`config.mk`:
```
export PLATFORM = sky130hd
export DESIGN_NAME = align_compactor
export DESIGN_NICKNAME = d
export VERILOG_FILES = /design/src/rtl/align_compactor.sv
export SDC_FILE = /design/constraint.sdc
export NUM_CORES = 2
export LEC_CHECK = 0
export ABC_AREA = 1
export ABC_CLOCK_PERIOD_IN_PS = 18070
export CAP_MARGIN = 20
export CORE_MARGIN = 2
export CORE_UTILIZATION = 40
export CTS_BUF_LIST = sky130_fd_sc_hd__clkbuf_4 sky130_fd_sc_hd__clkbuf_8 sky130_fd_sc_hd__clkbuf_16
export DETAILED_ROUTE_END_ITERATION = 16
export PLACE_DENSITY = 0.54
export SLEW_MARGIN = 10
export SYNTH_ARGS = -nofsm -noshare
export SYNTH_HDL_FRONTEND = slang
export SYNTH_SLANG_ARGS = --single-unit
```
`constraint.sdc`:
```
create_clock -name clk -period 18.07 [get_ports clk]
set_input_delay 3.614 -clock clk [delete_from_list [all_inputs] [get_ports clk]]
set_output_delay 3.614 -clock clk [all_outputs]
set_load 0.1 [all_outputs]
```
`src/rtl/align_compactor.sv`:
```
// Drops per-row skip columns and trailing padding from the align stage's raster groups,
// then repacks the surviving items into dense groups for the write stage.
module align_compactor #(
    parameter int unsigned GROUP_SIZE   = 8,
    parameter int unsigned DATA_WIDTH   = 8,
    parameter int unsigned LOG_MAX_COLS = 16,
    parameter int unsigned LOG_MAX_ROWS = 16
) (
    input  logic                             clk,
    input  logic                             rst,
    input  logic                             configure,
    input  logic [LOG_MAX_ROWS-1:0]          num_rows,
    input  logic [LOG_MAX_COLS-1:0]          skip_cols,
    input  logic [LOG_MAX_COLS-1:0]          keep_cols,
    input  logic [GROUP_SIZE*DATA_WIDTH-1:0] data_in,
    input  logic                             valid_in,
    output logic                             avail_out,
    output logic [GROUP_SIZE*DATA_WIDTH-1:0] data_out,
    output logic                             valid_out,
    input  logic                             avail_in
);

    localparam int unsigned GrpW = GROUP_SIZE * DATA_WIDTH;
    localparam int unsigned ClW  = LOG_MAX_COLS + 1;
    localparam int unsigned ColW = LOG_MAX_COLS + 2;  // col + lane offset never overflows
    localparam int unsigned RowW = LOG_MAX_ROWS + 1;
    localparam int unsigned IdxW = $clog2(2 * GROUP_SIZE);

    typedef enum logic [1:0] {StIdle, StRun, StFlush} state_e;

    state_e                                   state_q, state_d;
    logic [LOG_MAX_ROWS-1:0]                  num_rows_q, num_rows_d;
    logic [LOG_MAX_COLS-1:0]                  skip_q, skip_d;
    logic [ClW-1:0]                           row_len_q, row_len_d;
    logic [ClW-1:0]                           col_q, col_d;
    logic [RowW-1:0]                          row_q, row_d;
    logic [GROUP_SIZE-1:0][DATA_WIDTH-1:0]    pend_q, pend_d;
    logic [IdxW-1:0]                          pend_cnt_q, pend_cnt_d;
    logic [GrpW-1:0]                          out_data_q, out_data_d;
    logic                                     out_valid_q, out_valid_d;

    logic [3:0][GrpW-1:0]                     fifo_q, fifo_d;
    logic [1:0]                               wr_ptr_q, wr_ptr_d, rd_ptr_q, rd_ptr_d;
    logic [2:0]                               fifo_cnt_q, fifo_cnt_d;
    logic                                     fifo_full, fifo_almost_full, fifo_empty;
    logic                                     push, pop;
    logic [GROUP_SIZE-1:0][DATA_WIDTH-1:0]    head;

    logic [2*GROUP_SIZE-1:0][DATA_WIDTH-1:0]  cat;
    logic [IdxW-1:0]                          total;
    logic [ColW-1:0]                          lane_c, col_sum;
    logic [RowW-1:0]                          lane_r, row_next;
    logic [ClW-1:0]                           col_next;
    logic                                     wrap, last_done;

    // Input FIFO
    always_comb begin
        fifo_full        = (fifo_cnt_q == 3'd4);
        fifo_almost_full = (fifo_cnt_q == 3'd3);
        fifo_empty       = (fifo_cnt_q == 3'd0);
        avail_out        = ~fifo_full & ~fifo_almost_full;
        push             = valid_in & ~fifo_full;
        head             = fifo_q[rd_ptr_q];
        fifo_d           = fifo_q;
        wr_ptr_d         = wr_ptr_q;
        rd_ptr_d         = rd_ptr_q;
        fifo_cnt_d       = fifo_cnt_q;
        if (push) begin
            fifo_d[wr_ptr_q] = data_in;
            wr_ptr_d         = wr_ptr_q + 2'd1;
        end
        if (pop) begin
            rd_ptr_d = rd_ptr_q + 2'd1;
        end
        case ({push, pop})
            2'b10:   fifo_cnt_d = fifo_cnt_q + 3'd1;
            2'b01:   fifo_cnt_d = fifo_cnt_q - 3'd1;
            default: fifo_cnt_d = fifo_cnt_q;
        endcase
    end

    // Classify the head group's lanes and append the kept ones after the pending items.
    always_comb begin
        cat                   = '0;
        cat[GROUP_SIZE-1:0]   = pend_q;
        total                 = pend_cnt_q;
        lane_c                = '0;
        lane_r                = '0;
        for (int i = 0; i < GROUP_SIZE; i++) begin
            lane_c = ColW'(col_q) + ColW'(i);
            lane_r = row_q;
            if (lane_c >= ColW'(row_len_q)) begin
                lane_c = lane_c - ColW'(row_len_q);
                lane_r = row_q + RowW'(1);
            end
            if ((lane_c >= ColW'(skip_q)) && (lane_r < RowW'(num_rows_q))) begin
                cat[total] = head[i];
                total      = total + IdxW'(1);
            end
        end
        col_sum   = ColW'(col_q) + ColW'(GROUP_SIZE);
        wrap      = (col_sum >= ColW'(row_len_q));
        col_next  = wrap ? ClW'(col_sum - ColW'(row_len_q)) : ClW'(col_sum);
        row_next  = row_q + RowW'(wrap);
        last_done = wrap && (row_next == RowW'(num_rows_q));
    end

    always_comb begin
        state_d     = state_q;
        num_rows_d  = num_rows_q;
        skip_d      = skip_q;
        row_len_d   = row_len_q;
        col_d       = col_q;
        row_d       = row_q;
        pend_d      = pend_q;
        pend_cnt_d  = pend_cnt_q;
        out_data_d  = out_data_q;
        out_valid_d = 1'b0;
        pop         = 1'b0;
        if (configure) begin
            num_rows_d = num_rows;
            skip_d     = skip_cols;
            row_len_d  = ClW'(skip_cols) + ClW'(keep_cols);
            col_d      = '0;
            row_d      = '0;
            pend_d     = '0;
            pend_cnt_d = '0;
            state_d    = StRun;
        end else begin
            unique case (state_q)
                StIdle: ;
                StRun: begin
                    if (!fifo_empty && avail_in) begin
                        pop   = 1'b1;
                        col_d = col_next;
                        row_d = row_next;
                        if (total >= IdxW'(GROUP_SIZE)) begin
                            out_valid_d = 1'b1;
                            out_data_d  = cat[GROUP_SIZE-1:0];
                            pend_d      = cat[2*GROUP_SIZE-1:GROUP_SIZE];
                            pend_cnt_d  = total - IdxW'(GROUP_SIZE);
                        end else begin
                            pend_d     = cat[GROUP_SIZE-1:0];
                            pend_cnt_d = total;
                        end
                        if (last_done) begin
                            state_d = (pend_cnt_d != '0) ? StFlush : StIdle;
                        end
                    end
                end
                StFlush: begin
                    // Unused pending lanes are already zero, giving the padded tail group.
                    if (avail_in) begin
                        out_valid_d = 1'b1;
                        out_data_d  = pend_q;
                        pend_d      = '0;
                        pend_cnt_d  = '0;
                        state_d     = StIdle;
                    end
                end
                default: state_d = StIdle;
            endcase
        end
    end

    always_ff @(posedge clk) begin
        if (!rst) begin
            state_q     <= StIdle;
            num_rows_q  <= '0;
            skip_q      <= '0;
            row_len_q   <= '0;
            col_q       <= '0;
            row_q       <= '0;
            pend_q      <= '0;
            pend_cnt_q  <= '0;
            out_data_q  <= '0;
            out_valid_q <= 1'b0;
            fifo_q      <= '0;
            wr_ptr_q    <= '0;
            rd_ptr_q    <= '0;
            fifo_cnt_q  <= '0;
        end else begin
            state_q     <= state_d;
            num_rows_q  <= num_rows_d;
            skip_q      <= skip_d;
            row_len_q   <= row_len_d;
            col_q       <= col_d;
            row_q       <= row_d;
            pend_q      <= pend_d;
            pend_cnt_q  <= pend_cnt_d;
            out_data_q  <= out_data_d;
            out_valid_q <= out_valid_d;
            fifo_q      <= fifo_d;
            wr_ptr_q    <= wr_ptr_d;
            rd_ptr_q    <= rd_ptr_d;
            fifo_cnt_q  <= fifo_cnt_d;
        end
    end

    assign data_out  = out_data_q;
    assign valid_out = out_valid_q;

endmodule

```
==> reports/metrics.cfg <==
[outcome]
status = finished, final reports clean

[route]
drtAntennaViolNets = 0
dr.pass1.iters = 7
wl_um = 270000
remaining_drc_errors = 0
wl_per_cell_um = 25.1
viasPerCell = 5.94
drt_iter0_drc = 8796
vias = 63700

[sta]
worst_pin_slew_ns = 1.16
slew_viol_final = 0
timing.fmax_mhz = 66.2
whs_ns = 0.447
min_period_ns = 15.10
rsz0062_at_grt = false
finalHoldViolCount = 0
slew_headroom = 0.227
timing.final.crit_share = 0.835
fin_skew_ns = 0.0586
tns_ns = 0
setup_viol = 0

[grt]
grt_pass1_vias = 56600
antenna_found_initial = 24
overflow = 0
grt_pass1_wl_um = 389000
grt_max_degree = 101
grtUsageTotal = 0.381

[floorplanning]
die_w_um = 368
die_h_um = 368
die_area_mm2 = 0.136
coreArea_mm2 = 0.132
rows = 133
start_util = 0.403
ios = 183

[setup_path]
reg2reg_depth = 58
crit_type = register to register
max_stage_delay_ns = 0.83
crit_path_start_kind = register
end_kind = register
crit_family = simple AND/OR/NAND/NOR gates
path_common_cell = nand2_1
critPathBufInv = 15
r2r-end = data_out[12]
cp.depth = 58
arrival_ns = 15.61
crit_slowest_cell = dfxtp_1
required_ns = 18.58
ff2ff_setup_slack_ns = 2.97
reg2reg_from = col_q[1]
crit_path_max_fanout = 68

[synth]
syn_inst = 9048
avgSynthCellArea_um2 = 5.87
yosysWarnings = 0
synth_ff_type = dfxtp_1
synth_area_mm2 = 0.0531
synth.distinct_cells = 69
synth-seq-cells = 481
synth_edf_count = 0
async_reset_ff_frac = 0
synth_nets = 9628
synth.yosys.seq_area_share = 0.181

[clock_network]
path_clk_slew_ns = 0.06
clk_path_buf_depth = 3
cts_tree = done
cts_repair_resize_count = 0
clk_latency_ns = 0.71
h-tree-depth = 2
post_cts_buffers = 0
clock-sinks = 481
holdBufCountCts = 0
ctsRootBufferMaster = clkbuf_16
numCtsBuffers = 59

[final_layout]
layout_commonest_cell = nand2_1
area_growth_pct = 10.1
final_cell_mix = nand2_1 (2606), nand3_1 (1014), o21ai_0 (879), a21oi_1 (804), inv_1 (713)
final_nets = 9499
drive_gt1_frac = 0.0525

[worst_hold_path]
hold_class = register to register
hold_depth = 2
worst_hold_path.endpoint = fifo_q[5]
min-delay-start = fifo_q[5]

[power_and_ir_drop]
total_power_mw = 10.4
leakage_nw = 26.5
peakVddDrop_uv = 421
power.density_mw_per_mm2 = 178

[placed_design]
gp_congestion = 1.03
post-dp-hpwl_um = 199000
io_buffer_count = 182

[flow_run]
max_cap_violations = 0

state kept, by name, indices dropped and copies added (netlist names):
name,cells
pend_q,64
pend_cnt_q,4
fifo_q,256
wr_ptr_q,2
rd_ptr_q,2
fifo_cnt_q,3
num_rows_q,16
data_out,64
state_q,2
row_len_q,17
col_q,17
row_q,17
skip_q,16
valid_out,1
final cells by class:
| cell class | count | area (um2) |
|---|---|---|
| sequential | 481 | 9630 |
| tap | 1755 | 2200 |
| inverter | 758 | 2860 |
| clock buffer | 83 | 1740 |
| multi-input combinational | 7266 | 38500 |
| antenna | 2 | 5.00 |
| timing repair buffer | 353 | 3100 |
| fill | 14400 | 73200 |
| clock inverter | 27 | 385 |
how the worst max path moves through the flow:
stage | start | endpoint | slack [ns]
2_1_floorplan | col_q[14] | data_out[24] | 9.28
3_3_place_gp | col_q[1] | data_out[12] | 3.41
3_5_place_dp | col_q[1] | data_out[57] | 3.39
4_1_cts | col_q[1] | data_out[31] | 3.37
5_1_grt | col_q[1] | data_out[32] | 2.10
6_report | col_q[1] | data_out[12] | 2.97
kinds of logic (layout without fill, tap and decap cells):
| family | Yosys count | in the layout | share of synthesized area |
|---|---|---|---|
| simple gates | 4577 | 4577 | 0.369 |
| flops | 481 | 481 | 0.181 |
| other cells | 0 | 2 | 0 |
| mux | 1 | 1 | 0.000189 |
| buf+inv | 1301 | 1221 | 0.0960 |
| fa+ha+maj | 463 | 463 | 0.110 |
| xor+xnor | 240 | 240 | 0.0400 |
| compound gates | 1985 | 1985 | 0.203 |
per-stage QoR:
step	utilization	cell area [um2]	std cells	setup slack, ns
6_report	0.444	58400	10700	2.97
3_5_place_dp	0.428	56300	10600	3.39
2_1_floorplan	-	53100	9048	9.28
3_3_place_gp	0.428	56300	10600	3.41
5_1_grt	0.444	58400	10700	2.10
4_1_cts	0.444	58400	10700	3.37
worst min-delay path, delay by kind of cell (launching register included):
| kind | cells | cell delay [ns] |
|---|---|---|
| flops | 1 | 0.30 |
| compound gates | 1 | 0.05 |
| buf+inv | 1 | 0.05 |
synthesized netlist by cell type (all sizes together), types with 51 or more instances:
cell,count,area share
nand2,2653,0.19
clkbuf,411,0.029
inv,739,0.052
o21ai,893,0.084
a32oi,51,0.0084
nand4,272,0.032
ha,457,0.11
xor2,188,0.031
nand3,1022,0.097
xnor2,52,0.0086
a21oi,846,0.083
buf,132,0.013
nor2,550,0.040
dfxtp,481,0.18
power breakdown:
group	switching [mW]	leakage [nW]	internal, mW	total [mW]
sequential	0.0629	3.92	1.15	1.21
clock	0.547	1.06	0.765	1.31
combinational	6.09	21.5	1.81	7.90
total	6.70	26.5	3.72	10.4
layer usage:
layer  routed length (um)  share of wire  track usage  vias up
met1               124000           0.46        0.575    29700
met3                28900           0.11       0.0662      509
met5                  101        0.00037            0        -
li1                     -              -            -    30100
met4                 9160          0.034        0.114       14
met2               108000           0.40        0.543     3419
No activity file was read; power rests on OpenSTA's default activity.
